## src/rtl/pipeline_pkg.sv

```systemverilog
// Shared types and default constants for the pipeline controller.
package pipeline_pkg;

   localparam int DEF_NUM_STAGES    = 5;
   localparam int DEF_NUM_STALL_SRC = 2;
   localparam int DEF_HAZ_STAGE     = 2;
   localparam int DEF_TIMEOUT       = 1024;
   localparam int DEF_CNT_W         = 32;
   localparam int MAX_STAGES        = 8;

   // Trap sequencer states
   typedef enum logic [1:0] {
      ST_IDLE     = 2'd0,
      ST_FLUSH    = 2'd1,
      ST_DRAIN    = 2'd2,
      ST_REDIRECT = 2'd3
   } pipe_state_e;

   // Index of the oldest (highest-numbered) erroring stage; the last stage is excluded.
   function automatic int oldest_err(input logic [MAX_STAGES-1:0] err, input int num_stages);
      int idx;
      idx = 0;
      for (int k = 0; k < MAX_STAGES; k++) begin
         if ((k < num_stages - 1) && err[k]) begin
            idx = k;
         end
      end
      return idx;
   endfunction

endpackage

```

## src/rtl/stall_watchdog.sv

```systemverilog
// Consecutive-stall watchdog with sticky timeout flag, plus a free-running
// count of cycles in which the whole pipeline was held.
module stall_watchdog
   import pipeline_pkg::*;
#(
   parameter int TIMEOUT = DEF_TIMEOUT,
   parameter int CNT_W   = DEF_CNT_W
) (
   input  logic             clk_i,
   input  logic             rst_i,
   input  logic             stall_any_i,
   input  logic             pipe_stall_i,
   input  logic             timeout_clr_i,
   output logic             stall_timeout_o,
   output logic [CNT_W-1:0] stall_cycles_o
);

   localparam int              WD_W   = $clog2(TIMEOUT + 1);
   localparam logic [WD_W-1:0] WD_MAX = WD_W'(TIMEOUT);
   localparam logic [WD_W-1:0] WD_ONE = WD_W'(1);
   localparam logic [CNT_W-1:0] CY_ONE = CNT_W'(1);

   logic [WD_W-1:0]  wd_q, wd_d;
   logic             timeout_q, timeout_d;
   logic [CNT_W-1:0] cycles_q, cycles_d;

   // Next-state: saturating stall run length, sticky flag (set beats clear), wrapping cycle count
   always_comb begin
      wd_d      = wd_q;
      timeout_d = timeout_q;
      cycles_d  = cycles_q;
      if (stall_any_i) begin
         if (wd_q < WD_MAX) begin
            wd_d = wd_q + WD_ONE;
         end else begin
            wd_d = WD_MAX;
         end
      end else begin
         wd_d = {WD_W{1'b0}};
      end
      if (stall_any_i && (wd_d == WD_MAX)) begin
         timeout_d = 1'b1;
      end else if (timeout_clr_i) begin
         timeout_d = 1'b0;
      end else begin
         timeout_d = timeout_q;
      end
      if (pipe_stall_i) begin
         cycles_d = cycles_q + CY_ONE;
      end else begin
         cycles_d = cycles_q;
      end
   end

   // Counter and flag registers
   always_ff @(posedge clk_i or posedge rst_i) begin
      if (rst_i) begin
         wd_q      <= {WD_W{1'b0}};
         timeout_q <= 1'b0;
         cycles_q  <= {CNT_W{1'b0}};
      end else begin
         wd_q      <= wd_d;
         timeout_q <= timeout_d;
         cycles_q  <= cycles_d;
      end
   end

   assign stall_timeout_o = timeout_q;
   assign stall_cycles_o  = cycles_q;

endmodule

```

## src/rtl/pipeline_controller.sv

```systemverilog
// Pipeline hazard/stall/trap controller: combinational per-stage stall and
// flush masks, a four-state trap sequencer and a stall watchdog.
module pipeline_controller
   import pipeline_pkg::*;
#(
   parameter int NUM_STAGES    = DEF_NUM_STAGES,
   parameter int NUM_STALL_SRC = DEF_NUM_STALL_SRC,
   parameter int HAZ_STAGE     = DEF_HAZ_STAGE,
   parameter int TIMEOUT       = DEF_TIMEOUT,
   parameter int CNT_W         = DEF_CNT_W
) (
   input  logic                          i_clk,
   input  logic                          i_rst,
   input  logic                          i_data_hazard,
   input  logic                          i_control_hazard,
   input  logic [NUM_STALL_SRC-1:0]      i_stall_req,
   input  logic [NUM_STAGES-1:0]         i_err,
   input  logic                          i_mem_busy,
   input  logic                          i_timeout_clr,
   output logic [NUM_STAGES-1:0]         o_stall,
   output logic [NUM_STAGES-1:0]         o_flush,
   output logic                          o_redirect,
   output logic [$clog2(NUM_STAGES)-1:0] o_trap_stage,
   output logic                          o_trap_active,
   output logic                          o_stall_timeout,
   output logic [CNT_W-1:0]              o_stall_cycles
);

   localparam int                   TS_W       = $clog2(NUM_STAGES);
   localparam logic [NUM_STAGES-1:0] ONE_MASK   = {{(NUM_STAGES-1){1'b0}}, 1'b1};
   localparam logic [NUM_STAGES-1:0] ALL_MASK   = {NUM_STAGES{1'b1}};
   localparam logic [NUM_STAGES-1:0] TAIL_MASK  = {{(NUM_STAGES-1){1'b1}}, 1'b0};
   localparam logic [NUM_STAGES-1:0] FRONT_MASK = (ONE_MASK << HAZ_STAGE) - ONE_MASK;
   localparam logic [NUM_STAGES-1:0] HAZ_MASK   = ONE_MASK << HAZ_STAGE;
   localparam logic [NUM_STAGES-1:0] CTRL_MASK  = FRONT_MASK << 1;

   pipe_state_e           state_q, state_d;
   logic [TS_W-1:0]       trap_stage_q, trap_stage_d;
   logic [MAX_STAGES-1:0] err_ext_s;
   logic                  err_any_s;
   logic                  stall_any_s;
   int                    err_idx_s;
   logic [NUM_STAGES-1:0] stall_s, flush_s;
   logic                  redirect_s;

   // Decode hazards/errors into stage masks and choose the next trap state
   always_comb begin
      state_d      = state_q;
      trap_stage_d = trap_stage_q;
      stall_s      = {NUM_STAGES{1'b0}};
      flush_s      = {NUM_STAGES{1'b0}};
      redirect_s   = 1'b0;
      err_ext_s    = {MAX_STAGES{1'b0}};
      err_ext_s[NUM_STAGES-1:0] = i_err;
      err_any_s    = |i_err[NUM_STAGES-2:0];
      err_idx_s    = oldest_err(err_ext_s, NUM_STAGES);
      stall_any_s  = |i_stall_req;
      case (state_q)
         ST_IDLE: begin
            if (err_any_s) begin
               flush_s      = ((ONE_MASK << (err_idx_s + 1)) - ONE_MASK) << 1;
               trap_stage_d = TS_W'(err_idx_s);
               state_d      = ST_FLUSH;
            end else if (stall_any_s) begin
               stall_s = ALL_MASK;
            end else if (i_control_hazard) begin
               flush_s = CTRL_MASK;
            end else if (i_data_hazard) begin
               stall_s = FRONT_MASK;
               flush_s = HAZ_MASK;
            end else begin
               state_d = ST_IDLE;
            end
         end
         ST_FLUSH: begin
            stall_s = ONE_MASK;
            flush_s = TAIL_MASK;
            state_d = ST_DRAIN;
         end
         ST_DRAIN: begin
            stall_s = ONE_MASK;
            if (i_mem_busy) begin
               flush_s = TAIL_MASK;
            end else begin
               state_d = ST_REDIRECT;
            end
         end
         ST_REDIRECT: begin
            redirect_s = 1'b1;
            flush_s    = ONE_MASK;
            state_d    = ST_IDLE;
         end
         default: begin
            state_d = ST_IDLE;
         end
      endcase
      // Reset forces bubbles everywhere and suppresses any redirect
      if (i_rst) begin
         stall_s    = {NUM_STAGES{1'b0}};
         flush_s    = ALL_MASK;
         redirect_s = 1'b0;
      end else begin
         redirect_s = redirect_s;
      end
   end

   // Trap state and trapped-stage registers
   always_ff @(posedge i_clk or posedge i_rst) begin
      if (i_rst) begin
         state_q      <= ST_IDLE;
         trap_stage_q <= {TS_W{1'b0}};
      end else begin
         state_q      <= state_d;
         trap_stage_q <= trap_stage_d;
      end
   end

   stall_watchdog #(
      .TIMEOUT (TIMEOUT),
      .CNT_W   (CNT_W)
   ) u_watchdog (
      .clk_i           (i_clk),
      .rst_i           (i_rst),
      .stall_any_i     (stall_any_s && (state_q == ST_IDLE)),
      .pipe_stall_i    (stall_s[NUM_STAGES-1]),
      .timeout_clr_i   (i_timeout_clr),
      .stall_timeout_o (o_stall_timeout),
      .stall_cycles_o  (o_stall_cycles)
   );

   assign o_stall       = stall_s;
   assign o_flush       = flush_s;
   assign o_redirect    = redirect_s;
   assign o_trap_stage  = trap_stage_q;
   assign o_trap_active = (state_q != ST_IDLE);

endmodule

```

## config.mk

```make
export PLATFORM = sky130hd
export DESIGN_NAME = pipeline_controller
export DESIGN_NICKNAME = d
export VERILOG_FILES = /design/src/rtl/pipeline_pkg.sv /design/src/rtl/stall_watchdog.sv /design/src/rtl/pipeline_controller.sv
export SDC_FILE = /design/constraint.sdc
export NUM_CORES = 1
export LEC_CHECK = 0
export ABC_AREA = 1
export CAP_MARGIN = 20
export CELL_PAD_IN_SITES_DETAIL_PLACEMENT = 0
export CELL_PAD_IN_SITES_GLOBAL_PLACEMENT = 2
export CORE_ASPECT_RATIO = 0.75
export CORE_MARGIN = 1
export CORE_UTILIZATION = 25
export CTS_CLUSTER_DIAMETER = 30
export DETAILED_ROUTE_END_ITERATION = 10
export HOLD_SLACK_MARGIN = 0.12
export PLACE_DENSITY_LB_ADDON = 0.3
export SLEW_MARGIN = 25
export SYNTH_ARGS = -nofsm -noshare
export SYNTH_HDL_FRONTEND = slang
export SYNTH_HIERARCHICAL = 1
export SYNTH_SLANG_ARGS = --single-unit
```

## constraint.sdc

```tcl
create_clock -name i_clk -period 4.7 [get_ports i_clk]
set_clock_uncertainty 0.1 [all_clocks]
set_input_delay 0.47 -clock i_clk [delete_from_list [all_inputs] [get_ports i_clk]]
set_output_delay 0.47 -clock i_clk [all_outputs]
set_load 0.03 [all_outputs]
```

==> impl_metrics.toml, run 1 <==
[power_and_ir_drop]
max-vdd-ir-drop_mv = 0.198
combPwrFrac = 0.330
seqPwrFrac = 0.395
power.leakage_nw = 1.74
switching_share = 0.349
pwr-share-clk = 0.276
p_per_area_mw_per_mm2 = 336
net-switching-power_w = 0.000420
internal_power_w = 0.000784

[synth]
synthCells = 344
yosysUniqueCellTypes = 32
synth.area.top_cells = "dfrtp_1 (44%), nand2_1 (11%), inv_1 (7.0%)"
syn_nets = 364
yosys.area.top_type_share = 0.440
synth_top_area_cell = "dfrtp_1"
syn_area_mm2 = 0.00273
async_flop_share = 1.00
avgSynthCellArea_um2 = 7.94
synthTopCellsByCount = "nand2_1 (83), inv_1 (51), dfrtp_1 (48), nor2_1 (45), nand3_1 (25)"
yosysWarnings = 6
synth-edff-count = 0
synthFlopType = "dfrtp_1"
ys_seq_elements = 48
yosysMostFrequentCell = "nand2_1"
ys_seq_area_frac = 0.440

[floorplanning]
std_cell_rows = 32
ios = 61
start_util = 0.261
fp.dieH_um = 92.5
core_mm2 = 0.0105
die-area_mm2 = 0.0113
die_width_um = 123

[global_route]
use_met1 = 0.197
grt_pass1_wl_mm = 11.6
track_usage = 0.132
antenna_found_initial = 0
overflow = 0
grtUsageMet3 = 0.0351
grt_max_degree = 45
met2_usage = 0.181
grt_busiest_layer = "met1"
grt_pass1_vias = 2337

[cts]
cts_tree = "done"
path_clk_slew_ns = 0.06
cts_hold_buf = 0
insertion_delay_ns = 0.28
cts_setup_buffers = 0
h-tree-depth = 2
clock-sinks = 48
post_cts_resize_count = 0
cts_root_buf = "clkbuf_16"
cts_buffer_depth = 2
cts_made_buffers = 5

[flow_run]
cap_violations = 0

[setup_path]
crit_type = "reg -> out"
worst_setup_path_end_kind = "output pin"
cp-start-kind = "flop"
r2r.worst_path.cells = 13
cp.required_ns = 4.13
crit_fanout = 7
cp.arrival_ns = 2.68

[drt]
drtAntennaViolNets = 0
drt-initial-drc-count = 65
drc = 0
wl_mm = 6.69
firstDrtPassIters = 6
routed_via_density = 4.24
wire_per_inst_um = 12.4
routed-via-count = 2292

[finish]
fin_nets = 426
drive_gt1_frac = 0.0718
fin_util = 0.343
diodes = 0
stdcell_area_mm2 = 0.00358
area_growth_pct = 31.3

[timing]
period_needed_ns = 3.25
fin_crit_sh = 0.692
relSlewSlack = 0.447
hold_slack_ns = 0.381
rsz0062_at_grt = "no"
worst-slew-pin-transition_ns = 0.829
setup_violations = 0
hold_violations = 0
fmax_mhz = 307
slew_viol_final = 0
final.setup.tns_ns = 0

[run_status]
status = "finished, final reports clean"

[hold_path]
min_path_cells = 2
hold_class = "reg -> reg"

[place]
io_buffers = 58
routabilityCongestion = 0.742
dpl.hpwl_mm = 5.04
placed_area_mm2 = 0.00346
-- path summary, 6_finish.rpt --
path | endpoint | start | slack (ns)
min | o_trap_stage[1]$_DFFE_PP0P_ | o_trap_stage[1]$_DFFE_PP0P_ | 0.38
max | o_stall[4] | state_q[1]$_DFFE_PP0P_ | 1.45
min in group asynchronous | state_q[1]$_DFFE_PP0P_ | i_rst | 0.40
max reg2reg | u_watchdog/stall_cycles_o[24]$_DFFE_PP0P_ | state_q[1]$_DFFE_PP0P_ | 1.85
min reg2reg | o_trap_stage[1]$_DFFE_PP0P_ | o_trap_stage[1]$_DFFE_PP0P_ | 0.38
max in group asynchronous | u_watchdog/wd_q[8]$_DFF_PP0_ | i_rst | 3.38
-- critical path, stage by stage (launching register included) --
cell	delay, ns
dfrtp_1	0.43
inv_1	0.11
ha_1	0.30
inv_2	0.13
nor2_4	0.14
nand2_2	0.07
nor2_1	0.43
clkdlybuf4s50_1	0.78
-- registers in the layout, indices dropped and copies added (netlist names) --
name                        count
u_watchdog/wd_q                11
state_q                         2
u_watchdog/stall_cycles_o      32
o_trap_stage                    2
u_watchdog/stall_timeout_o      1
-- cells by family after synthesis --
group,share of synthesized area
compound gates,0.0399
xor+xnor,0.0802
fa+ha+maj,0.0321
buf+inv,0.0839
flops,0.440
mux,0.00412
other cells,0.00137
simple gates,0.319
-- stage by stage --
step / worst slack [ns] / instances / power (W)
6_report: 1.45 / 540 / 0.00120
5_1_grt: 1.23 / 540 / 0.00129
4_1_cts: 1.41 / 540 / 0.00123
3_5_place_dp: 1.53 / 535 / 0.000884
3_3_place_gp: 1.55 / 535 / 0.000887
2_1_floorplan: 1.86 / 344 / 0.000735
-- metal layers --
layer / part of all wire / vias up
met3: 0.047 / 6
met1: 0.55 / 1055
met5: 0 / -
met2: 0.39 / 42
li1: - / 1189
met4: 0.011 / 0
-- power by group through the flow --
stage / clock [W] / sequential (W) / combinational [W]
CTS: 0.000350 / 0.000476 / 0.000404
global route: 0.000363 / 0.000481 / 0.000445
finish: 0.000332 / 0.000475 / 0.000397
global placement: 0 / 0.000483 / 0.000403
detailed placement: 0 / 0.000483 / 0.000401
floorplan: 0 / 0.000504 / 0.000231
-- layout by cell type (no fill, tap or decap) --
cell type	netlist	routed
o21bai_1	1	1
nand4_1	7	7
inv_2	3	3
clkinv_1	1	1
nor3_1	2	2
clkbuf_16	0	5
nand3_2	3	3
dfrtp_1	48	48
a211oi_1	1	1
nand3b_1	2	2
clkdlybuf4s50_1	0	58
nor2_2	4	4
conb_1	1	1
nand2_2	3	3
ha_1	7	7
a21oi_1	6	6
nand2_1	83	83
nor2_8	2	2
o21a_1	1	1
nor3b_2	1	1
clkinv_2	0	1
and3_1	1	1
o21ai_1	2	2
nand2_4	2	2
nor2_1	45	45
a31oi_1	1	1
o21ai_0	8	8
nand3_1	25	25
xnor2_1	14	14
inv_1	51	50
xor2_1	11	11
nor2_4	3	3
or2_2	1	1
mux2_2	1	1
-- final cells by class --
type                    count  area [µm²]
fillers                  1108        6870
multi-input cells         238        1300
flip-flops and latches     48        1200
repair buffers             58         581
inverters                  55         208
well taps                 136         170
clock buffers               5         125
Power figures use the tool's default switching activity.
==> run 2, diff against run 1 <==
==> constraint.sdc (replaced) <==
create_clock -name i_clk -period 3.1 [get_ports i_clk]
set_clock_uncertainty 0.1 [all_clocks]
set_input_delay 0.31 -clock i_clk [delete_from_list [all_inputs] [get_ports i_clk]]
set_output_delay 0.31 -clock i_clk [all_outputs]
set_load 0.03 [all_outputs]
==> impl_metrics.toml, run 2 (synthesized netlist as in run 1, its figures left out) <==
[setup_path]
cp_cell_sequence = "inv_1 -> ha_1 -> inv_2 -> nor2_4 -> nand2_2 -> nor2_1 -> buf_4 -> clkdlybuf4s50_1"
cpPeakStageDelay_ns = 0.68
cp.required_ns = 2.69
cp.arrival_ns = 2.42
crit_type = "reg -> out"
crit_fanout = 7
worst_setup_path_end_kind = "output pin"
cp-start-kind = "flop"
critPathTopFamily = "buffers and inverters"
cp_slowest_cell = "clkdlybuf4s50_1"
crit_buf_inv = 4

[global_route]
grt_pass1_vias = 2312
overflow = 0
antenna_found_initial = 0
grt_pass1_wl_mm = 11.3
track_usage = 0.128
grt_max_degree = 24

[cts]
cts_hold_buf = 0
cts_made_buffers = 5
cts_setup_buffers = 0
insertion_delay_ns = 0.29
clock-sinks = 48
post_cts_resize_count = 0
h-tree-depth = 2
cts_root_buf = "clkbuf_16"
cts_buffer_depth = 2
cts_tree = "done"
path_clk_slew_ns = 0.06

[hold_path]
hold_class = "in -> async"

[floorplanning]
die_width_um = 123
std_cell_rows = 32
core_mm2 = 0.0105
die-area_mm2 = 0.0113
fp.dieH_um = 92.5
start_util = 0.261
ios = 61

[drt]
wl_mm = 6.68
drc = 0
routed_via_density = 4.21
drt-initial-drc-count = 112
routed-via-count = 2299
firstDrtPassIters = 5
drtAntennaViolNets = 0
wire_per_inst_um = 12.2

[timing]
final.setup.tns_ns = 0
period_needed_ns = 2.83
fin_crit_sh = 0.912
fmax_mhz = 354
slew_viol_final = 0
rsz0062_at_grt = "no"
hold_violations = 0
setup_violations = 0

[finish]
largest_reg_flops = 32
final_common_cell = "nand2_1"
drive_gt1_frac = 0.0854
fin_nets = 429
area_growth_pct = 33.0
final_cell_mix = "nand2_1 (83), clkdlybuf4s50_1 (58), inv_1 (50)"
stdcell_count = 546
diodes = 0

[place]
routabilityCongestion = 0.719
io_buffers = 58
dpl.hpwl_mm = 5.21
placed_cells = 538

[power_and_ir_drop]
p_per_area_mw_per_mm2 = 517
max-vdd-ir-drop_mv = 0.254
power.leakage_nw = 1.77

[run_status]
status = "finished, final reports clean"

[flow_run]
cap_violations = 0
run 2: changes by cell type in the layout (fill, tap and decap cells not counted), sizes merged:
| cell | previous run | this run |
|---|---|---|
| buf | 0 | 3 |
| clkbuf | 5 | 6 |
| clkinv | 2 | 3 |
| inv | 53 | 54 |
run 2: report_power, final:
part | switching (W) | leakage (nW) | internal (W) | total (W)
logic | 0.000373 | 1.05 | 0.000232 | 0.000605
registers | 0.0000488 | 0.645 | 0.000673 | 0.000722
clock network | 0.000230 | 0.0766 | 0.000318 | 0.000549
total | 0.000652 | 1.77 | 0.00122 | 0.00188
run 2: routing by layer:
metal  part of all wire  global-route usage  vias up
met5                  0                   0        -
met4             0.0057              0.0274        0
met3              0.043              0.0357        4
met2               0.40               0.182       39
met1               0.55               0.189     1059
li1                   -                   -     1197
run 2: worst paths after layout:
| path | from | endpoint | slack, ns | cells after the start |
|---|---|---|---|---|
| worst min register to register | o_trap_stage[1]$_DFFE_PP0P_ | o_trap_stage[1]$_DFFE_PP0P_ | 0.38 | 2 |
| max in group asynchronous | i_rst | u_watchdog/stall_cycles_o[26]$_DFFE_PP0P_ | 2.22 | 3 |
| worst max register to register | state_q[0]$_DFFE_PP0P_ | u_watchdog/stall_cycles_o[31]$_DFFE_PP0P_ | 0.52 | 14 |
| worst max-delay path | state_q[0]$_DFFE_PP0P_ | o_stall[2] | 0.27 | 8 |
| worst min-delay path | i_rst | u_watchdog/stall_cycles_o[13]$_DFFE_PP0P_ | 0.20 | 2 |
| min in group i_clk | o_trap_stage[1]$_DFFE_PP0P_ | o_trap_stage[1]$_DFFE_PP0P_ | 0.38 | 2 |
run 2: layout make-up:
cell class | count | area [µm²]
Sequential cell | 48 | 1200
Clock inverter | 2 | 10.0
Fill cell | 1135 | 6820
Clock buffer | 6 | 139
Inverter | 55 | 206
Tap cell | 136 | 170
Multi-Input combinational cell | 238 | 1300
Timing Repair Buffer | 61 | 603
run 2: through the flow:
step / area, µm² / worst slack, ns / hold WS, ns / total power (W) / util
3_3_place_gp: 3480 / 0.482 / 0.372 / 0.00135 / 0.333
2_1_floorplan: 2730 / 0.265 / -0.0155 / 0.00111 / -
5_1_grt: 3630 / 0.0844 / 0.205 / 0.00200 / 0.347
3_5_place_dp: 3480 / 0.451 / 0.371 / 0.00134 / 0.333
6_report: 3630 / 0.273 / 0.199 / 0.00188 / 0.347
4_1_cts: 3630 / 0.238 / 0.191 / 0.00191 / 0.347
==> run 3, diff against run 2 <==
--- a/config.mk
+++ b/config.mk
@@ -11,7 +11,7 @@
 export CELL_PAD_IN_SITES_GLOBAL_PLACEMENT = 2
 export CORE_ASPECT_RATIO = 0.75
 export CORE_MARGIN = 1
-export CORE_UTILIZATION = 25
+export CORE_UTILIZATION = 29
 export CTS_CLUSTER_DIAMETER = 30
 export DETAILED_ROUTE_END_ITERATION = 10
 export HOLD_SLACK_MARGIN = 0.12
==> impl_metrics.toml, run 3 (synthesized netlist as in run 1, its figures left out) <==
[setup_path]
critPathTopFamily = "buffers and inverters"
cpPeakStageDelay_ns = 0.68
crit_buf_inv = 4
crit_type = "reg -> out"
r2r.worst_path.cells = 14
cp_slowest_cell = "clkdlybuf4s50_1"
cp_cell_sequence = "inv_1 -> ha_1 -> inv_2 -> nor2_4 -> nand2_2 -> nor2_1 -> buf_4 -> clkdlybuf4s50_1"
worst_setup_path_end_kind = "output pin"
cp-start-kind = "flop"
crit_fanout = 7
cp.arrival_ns = 2.42
cp.depth = 8
cp.required_ns = 2.69

[timing]
final.setup.tns_ns = 0
rsz0062_at_grt = "no"
period_needed_ns = 2.83
worst-slew-pin-transition_ns = 0.559
setup_violations = 0
fin_crit_sh = 0.912
relSlewSlack = 0.627
slew_viol_final = 0
hold_violations = 0
fmax_mhz = 354

[cts]
cts_hold_buf = 0
cts_setup_buffers = 0
h-tree-depth = 2
insertion_delay_ns = 0.29
post_cts_resize_count = 0
cts_tree = "done"
cts_made_buffers = 5
clock-sinks = 48
cts_root_buf = "clkbuf_16"
cts_buffer_depth = 2
path_clk_slew_ns = 0.06

[place]
routabilityCongestion = 0.765
dpl.hpwl_mm = 4.88
placed_cells = 530
io_buffers = 58

[global_route]
grt_pass1_wl_mm = 10.8
antenna_found_initial = 0
overflow = 0
grt_pass1_vias = 2198
track_usage = 0.142
grt_max_degree = 25

[drt]
wire_per_inst_um = 12.1
drtAntennaViolNets = 0
routed_via_density = 4.28
drc = 0
drt-initial-drc-count = 83
wl_mm = 6.50
routed-via-count = 2301
firstDrtPassIters = 4

[finish]
stdcell_count = 537
final_common_cell = "nand2_1"
nFillCells = 977
final_cell_mix = "nand2_1 (83), clkdlybuf4s50_1 (58), inv_1 (50)"
largest_reg_flops = 32
fin_util = 0.397
drive_gt1_frac = 0.0807
area_growth_pct = 32.0
fin_nets = 429
diodes = 0

[floorplanning]
core_mm2 = 0.00908
die-area_mm2 = 0.00981
std_cell_rows = 30
ios = 61
die_width_um = 114
fp.dieH_um = 86.0
start_util = 0.301

[power_and_ir_drop]
power.leakage_nw = 1.76
max-vdd-ir-drop_mv = 0.270
p_per_area_mw_per_mm2 = 512

[run_status]
status = "finished, final reports clean"

[hold_path]
hold_class = "in -> async"

[flow_run]
cap_violations = 0
==> run 3: changes by cell type in the layout (fill, tap and decap cells not counted) <==
cell,change
clkbuf_1,+1
clkbuf_8,-1
clkinv_2,-1
==> run 3: final cells by class <==
| cell class | instances | area (µm²) | area share |
|---|---|---|---|
| clock buffer | 6 | 129 | 0.0358 |
| clock inverter | 1 | 5.00 | 0.00139 |
| inverter | 55 | 206 | 0.0573 |
| multi-input combinational | 238 | 1300 | 0.361 |
| sequential | 48 | 1200 | 0.333 |
| tap | 128 | 160 | 0.0444 |
| timing repair buffer | 61 | 603 | 0.167 |
==> run 3: worst reg2reg max path, stage by stage, from the launching register on <==
cell	delay (ns)
dfrtp_1	0.43
inv_1	0.11
ha_1	0.30
inv_2	0.13
nor2_4	0.14
nand2_2	0.07
nor2_1	0.10
buf_4	0.17
nand2_2	0.10
nor2_8	0.21
nand2_1	0.08
nor3_1	0.30
nand3_1	0.12
nand2_1	0.08
nand2_1	0.05
==> run 3: layer usage <==
layer	wire length, µm	global-route usage
met1	3600	0.211
met2	2500	0.192
met3	339	0.0459
met4	56	0.0425
met5	0	0
==> run 3: final timing paths <==
| path | start | endpoint | slack (ns) |
|---|---|---|---|
| worst min register to register | o_trap_stage[1]$_DFFE_PP0P_ | o_trap_stage[1]$_DFFE_PP0P_ | 0.38 |
| worst max-delay path | state_q[0]$_DFFE_PP0P_ | o_stall[3] | 0.27 |
| max in group asynchronous | i_rst | u_watchdog/wd_q[5]$_DFF_PP0_ | 1.91 |
| worst max register to register | state_q[0]$_DFFE_PP0P_ | u_watchdog/stall_cycles_o[31]$_DFFE_PP0P_ | 0.51 |
| min in group i_clk | o_trap_stage[1]$_DFFE_PP0P_ | o_trap_stage[1]$_DFFE_PP0P_ | 0.38 |
| worst min-delay path | i_rst | state_q[1]$_DFFE_PP0P_ | 0.25 |
==> run 3: power by group <==
| part | switching (W) | leakage, nW | internal (W) | total, W |
|---|---|---|---|---|
| clock network | 0.000229 | 0.0667 | 0.000294 | 0.000523 |
| logic | 0.000370 | 1.05 | 0.000232 | 0.000603 |
| registers | 0.0000484 | 0.645 | 0.000673 | 0.000722 |
==> run 3: per-stage QoR <==
step           hold WS, ns  power (W)  cell area, µm²  setup WS (ns)
2_1_floorplan      -0.0155    0.00111            2730          0.265
3_3_place_gp         0.364    0.00134            3470          0.533
3_5_place_dp         0.372    0.00134            3470          0.500
4_1_cts              0.230    0.00188            3600          0.242
5_1_grt              0.269    0.00197            3600          0.120
6_report             0.248    0.00185            3600          0.273
